===== src/rtl/apac_ctrl_p.sv =====
// Parking access controller: entry-gate FSM with PIN check, occupancy count and full-lot lockout.
// Optional OPEN/PIN state timeouts are compiled in when APAC_TIMEOUT_EN is defined.
module apac_ctrl_p #(
  parameter int              PW_W         = 8,
  parameter logic [PW_W-1:0] PASSWORD     = 8'b0101_0111,
  parameter int              MAX_ATTEMPTS = 3,
  parameter int              CAPACITY     = 16,
  parameter int              TIMEOUT      = 32,
  localparam int             AW           = $clog2(MAX_ATTEMPTS + 1),
  localparam int             OW           = $clog2(CAPACITY + 1)
) (
  input  logic            clk,
  input  logic            rst,
  input  logic            sensor_1,
  input  logic            sensor_2,
  input  logic [PW_W-1:0] psswrd_atmpt,
  input  logic            try_psswrd,
  input  logic            car_exit,
  output logic            alarm_1,
  output logic            alarm_2,
  output logic            open_gate,
  output logic            close_gate,
  output logic [2:0]      state,
  output logic [AW-1:0]   attempts,
  output logic [OW-1:0]   occupancy,
  output logic            full
);

  // state     | meaning
  // IDLE      | gate closed, waiting for a car at the entry
  // PIN       | car waiting, PIN session in progress
  // OPEN      | gate open, waiting for the car to pass
  // BLOCK     | both sensors hit, tailgate alarm until a correct PIN
  // PIN_ALARM | too many wrong PINs, held until reset
  localparam logic [2:0] S_IDLE      = 3'd0;
  localparam logic [2:0] S_PIN       = 3'd1;
  localparam logic [2:0] S_OPEN      = 3'd2;
  localparam logic [2:0] S_BLOCK     = 3'd3;
  localparam logic [2:0] S_PIN_ALARM = 3'd4;

  localparam logic [AW-1:0] ATT_MAX = AW'(MAX_ATTEMPTS);
  localparam logic [OW-1:0] OCC_MAX = OW'(CAPACITY);

  logic [2:0]    state_q, state_d;
  logic [AW-1:0] attempts_q, attempts_d, att_inc;
  logic [OW-1:0] occupancy_q, occupancy_d;
  logic          full_q, full_d;
  logic          try_q, exit_q;
  logic          alarm_1_q, alarm_1_d;
  logic          alarm_2_q, alarm_2_d;
  logic          open_gate_q, open_gate_d;
  logic          close_gate_q, close_gate_d;

  logic try_evt, exit_evt, entry_evt, pin_match, blk;

  assign try_evt   = try_psswrd & ~try_q;
  assign exit_evt  = car_exit & ~exit_q;
  assign pin_match = (psswrd_atmpt == PASSWORD);
  assign blk       = sensor_1 & sensor_2;
  assign att_inc   = attempts_q + AW'(1);

`ifdef APAC_TIMEOUT_EN
  localparam int TW = $clog2(TIMEOUT);
  localparam logic [TW-1:0] TMR_LOAD = TW'(TIMEOUT - 1);

  logic [TW-1:0] tmr_q, tmr_d;
  logic          tmr_zero;

  assign tmr_zero = (tmr_q == '0);

  // Down-counter restarts on every state change and on each try in PIN.
  always_comb begin
    tmr_d = tmr_q;
    if ((state_d != state_q) || ((state_q == S_PIN) && try_evt)) begin
      tmr_d = TMR_LOAD;
    end else if (!tmr_zero) begin
      tmr_d = tmr_q - TW'(1);
    end
  end

  always_ff @(posedge clk) begin
    if (rst) tmr_q <= TMR_LOAD;
    else     tmr_q <= tmr_d;
  end
`endif

  always_ff @(posedge clk) begin
    if (rst) begin
      state_q      <= S_IDLE;
      attempts_q   <= '0;
      occupancy_q  <= '0;
      full_q       <= 1'b0;
      try_q        <= 1'b0;
      exit_q       <= 1'b0;
      alarm_1_q    <= 1'b0;
      alarm_2_q    <= 1'b0;
      open_gate_q  <= 1'b0;
      close_gate_q <= 1'b1;
    end else begin
      state_q      <= state_d;
      attempts_q   <= attempts_d;
      occupancy_q  <= occupancy_d;
      full_q       <= full_d;
      try_q        <= try_psswrd;
      exit_q       <= car_exit;
      alarm_1_q    <= alarm_1_d;
      alarm_2_q    <= alarm_2_d;
      open_gate_q  <= open_gate_d;
      close_gate_q <= close_gate_d;
    end
  end

  always_comb begin
    state_d    = state_q;
    attempts_d = attempts_q;
    entry_evt  = 1'b0;
    case (state_q)
      S_IDLE: begin
        if (blk) begin
          state_d = S_BLOCK;
        end else if (sensor_1 && !full_q) begin
          state_d    = S_PIN;
          attempts_d = '0;
        end
      end
      S_PIN: begin
        if (blk) begin
          state_d = S_BLOCK;
        end else if (try_evt) begin
          if (pin_match) begin
            state_d    = S_OPEN;
            attempts_d = '0;
          end else begin
            attempts_d = att_inc;
            if (att_inc == ATT_MAX) state_d = S_PIN_ALARM;
          end
        end
`ifdef APAC_TIMEOUT_EN
        else if (tmr_zero) begin
          state_d    = S_IDLE;
          attempts_d = '0;
        end
`endif
      end
      S_OPEN: begin
        if (blk) begin
          state_d = S_BLOCK;
        end else if (sensor_2 && !sensor_1) begin
          state_d   = S_IDLE;
          entry_evt = 1'b1;
        end
`ifdef APAC_TIMEOUT_EN
        else if (tmr_zero) begin
          state_d = S_IDLE;
        end
`endif
      end
      S_BLOCK: begin
        if (try_evt && pin_match) begin
          state_d    = S_IDLE;
          attempts_d = '0;
        end
      end
      S_PIN_ALARM: state_d = S_PIN_ALARM;
      default:     state_d = S_IDLE;
    endcase
  end

  // Entry and exit on the same edge cancel; both ends saturate.
  always_comb begin
    occupancy_d = occupancy_q;
    if (entry_evt && !exit_evt) begin
      if (occupancy_q != OCC_MAX) occupancy_d = occupancy_q + OW'(1);
    end else if (exit_evt && !entry_evt) begin
      if (occupancy_q != '0) occupancy_d = occupancy_q - OW'(1);
    end
    full_d = (occupancy_d == OCC_MAX);
  end

  always_comb begin
    open_gate_d  = (state_d == S_OPEN);
    close_gate_d = (state_d != S_OPEN);
    alarm_1_d    = (state_d == S_PIN_ALARM);
    alarm_2_d    = (state_d == S_BLOCK);
  end

  assign state      = state_q;
  assign attempts   = attempts_q;
  assign occupancy  = occupancy_q;
  assign full       = full_q;
  assign alarm_1    = alarm_1_q;
  assign alarm_2    = alarm_2_q;
  assign open_gate  = open_gate_q;
  assign close_gate = close_gate_q;

endmodule


===== config.mk =====
export PLATFORM = sky130hd
export DESIGN_NAME = apac_ctrl_p
export DESIGN_NICKNAME = d
export VERILOG_FILES = /design/src/rtl/apac_ctrl_p.sv
export SDC_FILE = /design/constraint.sdc
export NUM_CORES = 1
export LEC_CHECK = 0
export BUFFER_PORTS_ARGS = -buffer_cell sky130_fd_sc_hd__buf_2
export CELL_PAD_IN_SITES_DETAIL_PLACEMENT = 1
export CELL_PAD_IN_SITES_GLOBAL_PLACEMENT = 1
export CORE_UTILIZATION = 39
export CTS_BUF_LIST = sky130_fd_sc_hd__clkbuf_8
export CTS_CLUSTER_DIAMETER = 80
export DETAILED_ROUTE_END_ITERATION = 8
export HOLD_SLACK_MARGIN = 0.03
export PLACE_DENSITY = 0.84
export SLEW_MARGIN = 20
export SYNTH_ARGS = -nofsm -noshare
export SYNTH_HDL_FRONTEND = slang
export SYNTH_SLANG_ARGS = --single-unit

===== constraint.sdc =====
create_clock -name clk -period 2.45 [get_ports clk]
set_input_delay 0.49 -clock clk [delete_from_list [all_inputs] [get_ports clk]]
set_output_delay 0.49 -clock clk [all_outputs]
set_load 0.01 [all_outputs]

==> impl_metrics.toml <==
[outcome]
run_status = "finished, final reports clean"

[worst_setup_path]
r2r-start = "state[0]"
r2r_end = "full"
critPathMaxStageDelay_ps = 580
cp-endpoint = "full"
endpoint_kind = "register"
critical-path-top-delay-family = "simple AND/OR/NAND/NOR gates"
path_depth = 5
cp_num_buf_inv = 0
critPathLaunchType = "register"
r2r_cells = 5
crit_start = "state[0]"
rrSetupSlack_ps = 520
crit_type = "register to register"
worst-endpoint-required_ps = 2580
critPathMaxFanout = 9
slowest_stage = "mux4_2"
cp.arrival_ps = 2050
crit_chain = "or2_1, nor2_1, mux4_2, o311ai_1, nor4_2"

[die]
dieHeight_um = 54.6
initial_core_util_pct = 42.3
rows = 18
die_w_um = 54.6
ios = 29
design.die.area_um2 = 2980
core_area_um2 = 2540

[global_route]
grt_pass1_wl_um = 4730
grtUsageTotal_pct = 22.3
antenna_found_initial = 0
grt_max_degree = 14
grt_pass1_vias = 1004
grt-ovfl-total = 0

[sta]
max_clock_freq_ghz = 0.519
worst_slew_pin_slew_ps = 535
rsz0062_at_grt = "false"
clock-skew-final_ps = 1.63
tns_ps = 0
setup_viol = 0
period_minus_slack_ps = 1930
post-route-period-util_pct = 78.6
hold_viol_final = 0
max_slew_margin_pct = 64.1
drv_slew = 0

[logic_synthesis]
synth_seq_cells = 17
synthCells = 127
synth_async_sr_flop_share_pct = 0
ys_seq_area_share_pct = 31.6
syn_area_um2 = 1080
syn_nets = 145
ys_types = 47
avgSynthCellArea_um2 = 8.48
yosysWarnings = 0
synth_ff_type = "dfxtp_1"
synth_edf_count = 0

[place]
placed_cell_area_um2 = 1220
dp_hpwl_um = 2340
io_buffer_count = 28
place_congestion = 0.936
dpl.cell_count = 181

[cells_and_area]
finish.net_count = 174
stdcell_area_um2 = 1260
multi_input_area_um2 = 671
area_growth_pct = 17.4
drive_gt1_share_pct = 23.9
n_antenna_cell = 0
final_cells = 185
ff_latch_area_um2 = 340
final_common_cell = "buf_2"
final_cell_mix = "buf_2 (28), dfxtp_1 (17), nand2_1 (8), nor2_1 (8)"
fill_cells = 329
final_core_util_pct = 49.7

[worst_hold_path]
hold_class = "primary input to register"
hp-start = "try_psswrd"

[power_and_ir_drop]
power_mw = 1.04
p_leak_nw = 0.554
p_per_area_nw_per_um2 = 824
ir_worst_vdd_mv = 0.720

[drt]
drt-total-wl_um = 2960
routed-wl-met2_um = 1440
wire_per_inst_um = 16.0
drtIter0Drc = 12
drcViolationCount = 0
avgViaCountPerCell = 5.69
wl_met3_um = 41
dr.pass1.iters = 4
top_layer = "met4"
vias = 1053
ant_nets = 0
met1_length_um = 1460

[cts]
clk_path_buf_depth = 2
insertion_delay_ps = 250
cts_setup_buffers = 0
cts_resized = 0
clk_pin_slew_worst_paths_ps = 60
cts_hold_buf = 0
root_buffer = "clkbuf_8"
cts_tree = "built"
htreeDepth = 1
cts-buffers-inserted = 3
cts_sinks = 17

[flow_run]
cap_violations = 0
cell families after synthesis:
group                      share of synthesized area [%]
xor gates and xnor gates                            1.63
muxes                                               4.88
and+or+nand+nor                                     31.2
DFF                                                 31.6
AOI/OAI and AO/OA                                   19.9
buffers and inverters                               6.16
adders and majority gates                           4.65
layer usage:
| metal | vias to the layer above | global-route usage (%) |
|---|---|---|
| met4 | 0 | 7.69 |
| met3 | 4 | 1.67 |
| li1 | 519 | - |
| met1 | 516 | 29.9 |
| met5 | - | 0 |
| met2 | 14 | 37.2 |
area by class of cell:
class / instances / area share (%)
clock buffers: 3 / 3.26
clock inverters: 1 / 0.396
inverters: 6 / 1.78
multi-input cells: 99 / 53.0
flip-flops and latches: 17 / 26.9
well taps: 30 / 2.97
repair buffers: 29 / 11.7
worst min path at each step:
stage,cells after the start,to
6_report,2,try_q
5_1_grt,2,try_q
4_1_cts,2,try_q
3_5_place_dp,2,attempts[1]
3_3_place_gp,2,attempts[1]
2_1_floorplan,2,attempts[1]
per-stage QoR:
| stage | setup WS, ps | hold slack, ps |
|---|---|---|
| floorplan | 663 | 547 |
| global placement | 417 | 508 |
| detailed placement | 355 | 540 |
| CTS | 533 | 462 |
| global route | 403 | 486 |
| finish | 525 | 461 |
synth_stat cells, drive strengths merged, types with 2 or more instances:
library cell  count  share of area, %
dfxtp            17                32
nand2             8               2.8
nor2              8               2.8
nor2b             7               4.1
o21ai             7               3.3
a21oi             6               2.8
inv               6               2.1
and2              5               2.9
nand3             5               2.3
nor3              5               2.3
ha                4               4.6
nor4              4               2.9
a31oi             3               1.7
clkbuf            3               2.0
mux2i             3               2.8
or3               3               1.7
a211oi            2               1.4
buf               2               2.1
nand2b            2               1.2
o211ai            2               1.4
state kept, by name (all words and copies together) (netlist names):
| register | flops |
|---|---|
| exit_q | 1 |
| alarm_2 | 1 |
| try_q | 1 |
| alarm_1 | 1 |
| full | 1 |
| close_gate | 1 |
| open_gate | 1 |
| attempts | 2 |
| state | 3 |
| occupancy | 5 |
power by group:
group / total [mW] / switching, mW / internal (mW)
sequential: 0.389 / 0.0695 / 0.320
clock: 0.203 / 0.0906 / 0.113
combinational: 0.451 / 0.255 / 0.196
total: 1.04 / 0.415 / 0.628
No activity file was read; power rests on OpenSTA's default activity.
